$ cat config.mk
export PLATFORM = sky130hd
export DESIGN_NAME = multi_edge_detector
export DESIGN_NICKNAME = d
export VERILOG_FILES = /design/src/rtl/multi_edge_detector.sv
export SDC_FILE = /design/constraint.sdc
export NUM_CORES = 1
export LEC_CHECK = 0
export ABC_AREA = 1
export CAP_MARGIN = 20
export CELL_PAD_IN_SITES_DETAIL_PLACEMENT = 0
export CELL_PAD_IN_SITES_GLOBAL_PLACEMENT = 1
export CORE_UTILIZATION = 32
export CTS_BUF_LIST = sky130_fd_sc_hd__clkbuf_8 sky130_fd_sc_hd__clkbuf_16
export DETAILED_ROUTE_END_ITERATION = 10
export GPL_ROUTABILITY_DRIVEN = 0
export PLACE_DENSITY_LB_ADDON = 0.15
export SLEW_MARGIN = 10
export SYNTH_ARGS = -nofsm -noshare
export SYNTH_HDL_FRONTEND = slang
export SYNTH_SLANG_ARGS = --single-unit
$ cat constraint.sdc
create_clock -name clk -period 1.09 [get_ports clk]
set_input_delay 0.109 -clock clk [delete_from_list [all_inputs] [get_ports clk]]
set_output_delay 0.109 -clock clk [all_outputs]
set_load 0.05 [all_outputs]
$ cat src/rtl/multi_edge_detector.sv
// multi_edge_detector: per-channel synchronised, glitch-filtered edge detector; sticky flags built only with MULTI_EDGE_DETECTOR_STICKY_EN
module multi_edge_detector #(
  parameter int CH          = 4,
  parameter int SYNC_STAGES = 2,
  parameter int FILTER      = 4
) (
  input  logic            clk,
  input  logic            i_rst_n,
  input  logic            i_sclr,
  input  logic            i_en,
  input  logic [CH-1:0]   i_dat,
  input  logic [2*CH-1:0] i_mode,
  input  logic [CH-1:0]   i_ack,
  output logic [CH-1:0]   o_level,
  output logic [CH-1:0]   o_pulse,
  output logic [CH-1:0]   o_pending,
  output logic [CH-1:0]   o_overrun,
  output logic            o_irq
);
  localparam int CW = FILTER > 1 ? $clog2(FILTER) : 1;
  localparam logic [CW-1:0] LAST = CW'(FILTER - 1);
  logic [CH-1:0] sync_q [SYNC_STAGES];
  logic [CW-1:0] cnt_q [CH];
  logic [CW-1:0] cnt_n [CH];
  logic [CH-1:0] sdat, tog, pulse_n;
  assign sdat = sync_q[SYNC_STAGES-1];
  // synchroniser chain runs every cycle, independent of i_en
  always_ff @(posedge clk or negedge i_rst_n)
    if (!i_rst_n)
      for (int k = 0; k < SYNC_STAGES; k++) sync_q[k] <= '0;
    else if (i_sclr)
      for (int k = 0; k < SYNC_STAGES; k++) sync_q[k] <= '0;
    else begin
      sync_q[0] <= i_dat;
      for (int k = 1; k < SYNC_STAGES; k++) sync_q[k] <= sync_q[k-1];
    end
  // filter: a level is accepted once the mismatch has held FILTER enabled cycles
  always_comb begin
    tog = '0;
    pulse_n = '0;
    for (int c = 0; c < CH; c++) begin
      tog[c] = i_en && sdat[c] != o_level[c] && cnt_q[c] == LAST;
      pulse_n[c] = tog[c] && (sdat[c] ? i_mode[2*c] : i_mode[2*c+1]);
      cnt_n[c] = !i_en ? cnt_q[c] : (sdat[c] == o_level[c] || tog[c]) ? '0 : cnt_q[c] + 1'b1;
    end
  end
  // filtered level, counters and registered event pulse
  always_ff @(posedge clk or negedge i_rst_n)
    if (!i_rst_n) begin
      o_level <= '0;
      o_pulse <= '0;
      for (int c = 0; c < CH; c++) cnt_q[c] <= '0;
    end else if (i_sclr) begin
      o_level <= '0;
      o_pulse <= '0;
      for (int c = 0; c < CH; c++) cnt_q[c] <= '0;
    end else begin
      o_level <= o_level ^ tog;
      o_pulse <= pulse_n;
      for (int c = 0; c < CH; c++) cnt_q[c] <= cnt_n[c];
    end
`ifdef MULTI_EDGE_DETECTOR_STICKY_EN
  // sticky flags: a new event wins over a coincident ack; frozen while disabled
  always_ff @(posedge clk or negedge i_rst_n)
    if (!i_rst_n) begin
      o_pending <= '0;
      o_overrun <= '0;
    end else if (i_sclr) begin
      o_pending <= '0;
      o_overrun <= '0;
    end else if (i_en) begin
      o_pending <= pulse_n | (o_pending & ~i_ack);
      o_overrun <= (pulse_n & o_pending) | (o_overrun & ~i_ack);
    end
  assign o_irq = |o_pending;
`else
  logic unused_ack;
  assign unused_ack = |i_ack;
  assign o_pending = '0;
  assign o_overrun = '0;
  assign o_irq = 1'b0;
`endif
endmodule

==> reports/summary.txt, run 1 <==
status: complete, no violations
row cnt: 21
reg2reg start: cnt_q[6]
# fillers: 355
die area: 0.003962 mm^2
routed vias/inst: 4.039
vias in the first global route: 877
Ys Warns: 0
Final Hold Vio Count: 0
max-slew violation total from the final report: 0
CP endpoint kind: flop
Reg power frac: 52.3%
pwr dens: 1079 mW/mm^2
starting density of the core: 34.53%
# DRC: 0
Total Wirelength: 2.129 mm
initial antenna violation count: 0
Final WS setup: 0.06042 ns
sw power: 0.4420 mW
Die Y: 62.95 um
pre-CTS setup slack: -0.2351 ns
Area growth syn-to-layout: 36.63%
# nets final: 212
Clk Latency, worst-skew pair: 0.27 ns
largest cells by area after synthesis: dfrtp_1, nand2_1, inv_1
crit path to: o_level[0]
final hold slack: 0.1781 ns
most used cell, CP: nand2_1
Final Core Density: 47.18%
hold_buf cts: 0
Min-Delay Path Class: in -> async
CP startpoint: cnt_q[6]
worst r2r path cells: 5
post-detail-place hpwl: 1.596 mm
DRT iter0 DRCs: 33
CTS buffer count: 3
Seq. cell area: 600.6 um^2
first-pass iteration count of the detailed router: 3
Internal: 1.310 mW
multi-input gate area in the final layout: 461.7 um^2
Final min period: 1.030 ns
Port Buffers: 23
crit path max-delay cell type: dfrtp_1
Distinct cells, synth: 10
CTS sink cnt: 24
drt wl/cell: 9.137 um
post-route ant nets: 0
clock tree buffer depth: 2
Seq/Total Area, Yosys: 50.53%
RSZ-0062 raised after global routing: yes
Mapped Cells: 158
Leak: 0.8703 nW
Achievable Freq: 971.3 MHz
Peak VDD IR: 769.5 uV
synthesized area per cell: 7.523 um^2
R2R Setup Slk: 0.06 ns
max_cap viols: 0
Critical Path RT: 1.25 ns
Tot GR Track Use: 12.95%
power share of the clock group: 34.7%
layout cell share with drive strength beyond 1: 10.70%
first-pass GRT wire length: 4.002 mm
largest net degree at the start of global routing: 25
grt ovf: 0
CTS tree: built
Die Width: 62.95 um
Worst Skew: 0.005064 ns
Worst setup SP type: flop
detailed-route via count: 941
Final period util: 94.46%
core area: 0.003442 mm^2
synthesized cell area: 0.001189 mm^2
WS Path Type: reg -> reg
Sw Share: 25.23%
Synth area leader: dfrtp_1
number of setup violations in the final report: 0
Clock Root Buffer: clkbuf_8
CP max FO: 4
critical path, cell by cell: ha_1 > nand2_1 > inv_1 > nand2_1 > a21oi_1
combinational share of power: 13.0%
placed cells: 228
final cell count without fillers: 233
Synth top area share: 50.53%
worst flop-to-flop path endpoint: o_level[0]
CP arrival: 1.19 ns
Clk pin slew, worst setup/hold paths: 0.09 ns
H-tree depth: 1
num ports: 37
Synth Register Bits: 24
Slowest Stage Delay on Critical Path: 0.42 ns
number of diodes: 0
[worst min path at each step]
stage / end / slack [ns] / cells after the start
after CTS: o_pulse[0] / 0.18 / 2
final: o_pulse[0] / 0.18 / 2
after detailed placement: sdat[1] / 0.45 / 2
after global placement: sdat[1] / 0.44 / 2
after global routing: o_pulse[0] / 0.18 / 2
after floorplan: cnt_q[0] / -0.19 / 0
[critical path, delay by kind of cell (launching register included)]
kind,cells,cell delay (ns)
AOI/OAI and AO/OA,1,0.05
DFF,1,0.42
buffers and inverters,1,0.07
adders and majority gates,1,0.20
and+or+nand+nor,2,0.19
[metal layers]
layer / vias to the layer above / wire [um] / global-route usage [%]
met5: - / 0 / 0
met4: 0 / 19 / 4.070
met3: 2 / 119 / 4.745
met2: 23 / 972 / 20.03
met1: 413 / 1018 / 16.63
li1: 503 / - / -
[layout by cell type, fill, tap and decap left out]
cell	n
nand2_1	58
inv_1	25
dfrtp_1	24
nor2_1	20
clkdlybuf4s50_1	14
conb_1	9
buf_12	9
nand3_1	8
a21oi_1	4
ha_1	4
clkbuf_8	4
nand2_2	3
buf_4	3
nor2_2	1
dlymetal6s2s_1	1
[Yosys cell counts]
| cell | number |
|---|---|
| nor2_1 | 21 |
| conb_1 | 1 |
| nand3_1 | 8 |
| a21oi_1 | 4 |
| ha_1 | 4 |
| inv_1 | 25 |
| dfrtp_1 | 24 |
| buf_4 | 9 |
| buf_2 | 1 |
| nand2_1 | 61 |
[stage by stage]
| stage | total power [mW] | setup TNS, ns | cell area, um^2 |
|---|---|---|---|
| global route | 1.835 | -0.02546 | 1624 |
| finish | 1.752 | 0 | 1624 |
| floorplan | 1.081 | 0 | 1219 |
| global placement | 1.158 | -1.818 | 1549 |
| CTS | 1.772 | 0 | 1604 |
| detailed placement | 1.161 | -2.408 | 1549 |
[cell type report]
cell class / instances / share of cell area (%)
multi-input combinational: 107 / 28.43
clock buffer: 4 / 3.390
inverter: 25 / 5.778
sequential: 24 / 36.98
timing repair buffer: 27 / 21.88
tap: 46 / 3.544
[state kept, by name, indices dropped and copies added (netlist names)]
name and count:
o_pulse 4, sync_q 4, o_level 4, cnt_q 8, sdat 4
[cells by family (layout without fill, tap and decap cells)]
logic type	count (synthesis)	in the layout	share of synthesized area, %
flip-flops	24	24	50.53
adder cells (fa/ha/maj)	4	4	4.211
AO/OA/AOI/OAI	4	4	1.684
AND/OR/NAND/NOR	90	90	29.26
other	1	9	0.3155
buffers and inverters	35	56	14.00
[power groups by stage]
stage	clock network [mW]	logic [mW]	registers, mW
2_1_floorplan	0	0.149	0.933
3_3_place_gp	0	0.223	0.934
3_5_place_dp	0	0.226	0.935
4_1_cts	0.628	0.227	0.917
5_1_grt	0.663	0.252	0.920
6_report	0.608	0.227	0.917
[timing repair]
action,in CTS,in global routing
resized for setup,0,5
endpoints found under the setup margin,0,15
buffers inserted,0,1
Note: power is estimated with default switching activity, not from simulation.
==> inputs of run 2 (changes only) <==
--- a/config.mk
+++ b/config.mk
@@ -14,7 +14,8 @@
 export DETAILED_ROUTE_END_ITERATION = 10
 export GPL_ROUTABILITY_DRIVEN = 0
 export PLACE_DENSITY_LB_ADDON = 0.15
-export SLEW_MARGIN = 10
+export SLEW_MARGIN = 20
 export SYNTH_ARGS = -nofsm -noshare
 export SYNTH_HDL_FRONTEND = slang
 export SYNTH_SLANG_ARGS = --single-unit
+export TNS_END_PERCENT = 50
==> constraint.sdc (replaced) <==
create_clock -name clk -period 1 [get_ports clk]
set_input_delay 0.1 -clock clk [delete_from_list [all_inputs] [get_ports clk]]
set_output_delay 0.1 -clock clk [all_outputs]
set_load 0.05 [all_outputs]
==> reports/summary.txt, run 2 (synthesis results as in run 1) <==
status: complete, no violations (unchanged)
initial antenna violation count: 0 (unchanged)
CP endpoint kind: flop (unchanged)
GR Util met1: 16.15% (was 16.63%)
DRT iter0 DRCs: 50 (was 33)
CTS sink cnt: 24 (unchanged)
CP max FO: 2 (was 4)
Final Hold Vio Count: 0 (unchanged)
max FFs per register: 8 (unchanged)
post-route ant nets: 0 (unchanged)
CTS tree: built (unchanged)
CP arrival: 1.15 ns (was 1.19 ns)
CTS buffer count: 3 (unchanged)
Final Power: 1.848 mW (was 1.752 mW)
# fillers: 345 (was 355)
Leak: 0.9184 nW (was 0.8703 nW)
Port Buffers: 23 (unchanged)
first-pass iteration count of the detailed router: 4 (was 3)
Die Width: 62.95 um (unchanged)
first-pass GRT wire length: 4.015 mm (was 4.002 mm)
grt ovf: 0 (unchanged)
die area: 0.003962 mm^2 (unchanged)
Clock Root Buffer: clkbuf_8 (unchanged)
multi-input gate area in the final layout: 480.5 um^2 (was 461.7 um^2)
max_cap viols: 0 (unchanged)
Most flops, register: cnt_q (unchanged)
worst r2r path cells: 5 (unchanged)
Clk pin slew, worst setup/hold paths: 0.09 ns (about the same)
clock tree buffer depth: 2 (unchanged)
final hold slack: 0.1731 ns (was 0.1781 ns)
Seq. cell area: 605.6 um^2 (was 600.6 um^2)
# DRC: 0 (unchanged)
routed vias/inst: 4.174 (was 4.039)
R2R Setup Slk: 0.01 ns (was 0.06 ns)
Final min period: 0.9888 ns (was 1.030 ns)
RSZ-0062 raised after global routing: yes (unchanged)
crit path max-delay cell type: dfrtp_1 (unchanged)
Die Y: 62.95 um (unchanged)
met3 global-route usage: 3.467% (was 4.745%)
layout cell share with drive strength beyond 1: 17.86% (was 10.70%)
Final TNS setup: 0 ns (unchanged)
# nets final: 221 (was 212)
Clk Latency, worst-skew pair: 0.27 ns (about the same)
Worst setup SP type: flop (unchanged)
core area: 0.003442 mm^2 (unchanged)
number of diodes: 0 (unchanged)
Final WS setup: 0.01118 ns (was 0.06042 ns)
worst flop-to-flop path endpoint: cnt_q[7] (was o_level[0])
Slowest Stage Delay on Critical Path: 0.39 ns (was 0.42 ns)
pre-CTS setup slack: -0.3412 ns (was -0.2351 ns)
crit path buf inv count: 1 (unchanged)
starting density of the core: 34.53% (unchanged)
num ports: 37 (unchanged)
Final period util: 98.88% (was 94.46%)
Worst Skew: 0.005409 ns (was 0.005064 ns)
GR peak layer: met2 (unchanged)
critical path, cell by cell: ha_1 > inv_1 > nor2_1 > nand3_1 > nand2_1 (was ha_1 > nand2_1 > inv_1 > nand2_1 > a21oi_1)
H-tree depth: 1 (unchanged)
crit path to: cnt_q[7] (was o_level[0])
Tot GR Track Use: 12.86% (was 12.95%)
most common cell after layout, fill and taps aside: nand2_1 (unchanged)
max-slew violation total from the final report: 0 (unchanged)
reg2reg start: cnt_q[7] (was cnt_q[6])
CP Depth: 5 (unchanged)
Total Wirelength: 2.299 mm (was 2.129 mm)
CP startpoint: cnt_q[7] (was cnt_q[6])
post-detail-place hpwl: 1.643 mm (was 1.596 mm)
Achievable Freq: 1011 MHz (was 971.3 MHz)
drt wl/cell: 9.500 um (was 9.137 um)
Min-Delay Path Class: in -> async (unchanged)
Final Core Density: 49.55% (was 47.18%)
number of setup violations in the final report: 0 (unchanged)
vias in the first global route: 908 (was 877)
Critical Path RT: 1.16 ns (was 1.25 ns)
pwr dens: 1083 mW/mm^2 (was 1079 mW/mm^2)
M2 GR Usage: 21.24% (was 20.03%)
largest net degree at the start of global routing: 25 (unchanged)
WS Path Type: reg -> reg (unchanged)
most frequent cells in the layout: nand2_1, inv_1, nor2_1, dfrtp_1, clkdlybuf4s50_1 (was nand2_1, inv_1, dfrtp_1)
Area growth syn-to-layout: 43.47% (was 36.63%)
Peak VDD IR: 968.6 uV (was 769.5 uV)
CP top delay family: flip-flops (unchanged)
detailed-route via count: 1010 (was 941)
row cnt: 21 (unchanged)
run 2: worst register-to-register path, cell delays in order, from the launching register on:
cell and delay (ns):
dfrtp_1 0.39, ha_1 0.30, inv_1 0.05, nor2_1 0.03, nand3_1 0.06, nand2_1 0.05
run 2: how the worst min path moves through the flow:
stage,end,from,depth (start not counted)
after global placement,sdat[1],sync_q[5],2
after detailed placement,sdat[1],sync_q[5],2
after CTS,o_pulse[3],i_rst_n,2
after floorplan,cnt_q[0],i_rst_n,0
final,o_pulse[3],i_rst_n,2
after global routing,o_pulse[3],i_rst_n,2
run 2: layout make-up:
| cell class | count | area share (%) |
|---|---|---|
| Inverter | 25 | 5.503 |
| Timing Repair Buffer | 36 | 24.80 |
| Clock buffer | 3 | 2.421 |
| Multi-Input combinational cell | 107 | 28.17 |
| Tap cell | 46 | 3.375 |
| Sequential cell | 24 | 35.51 |
| Clock inverter | 1 | 0.2201 |
run 2: through the flow:
step / cell area, um^2 / std cells
floorplan: 1222 / 166
global placement: 1583 / 232
detailed placement: 1583 / 232
CTS: 1630 / 236
global route: 1705 / 242
finish: 1705 / 242
run 2: routing by layer:
metal | vias up | share of wire, % | routed length [um]
met2 | 23 | 47 | 1089
met5 | - | 0 | 0
met3 | 2 | 4.1 | 95
met4 | 0 | 0.83 | 19
li1 | 523 | - | -
met1 | 462 | 48 | 1095
run 2: report_power, final:
group          internal [mW]  switching (mW)
sequential             0.988          0.0105
combinational         0.0962           0.167
clock                  0.274           0.312
run 2: timing repair:
| item | CTS | global route |
|---|---|---|
| hold buffers | 0 | 0 |
| gates cloned | 0 | 0 |
| buffers inserted | 0 | 6 |
| gates resized for setup | 1 | 10 |
| pin swaps | 0 | 10 |
| setup endpoints to repair | 13 | 18 |
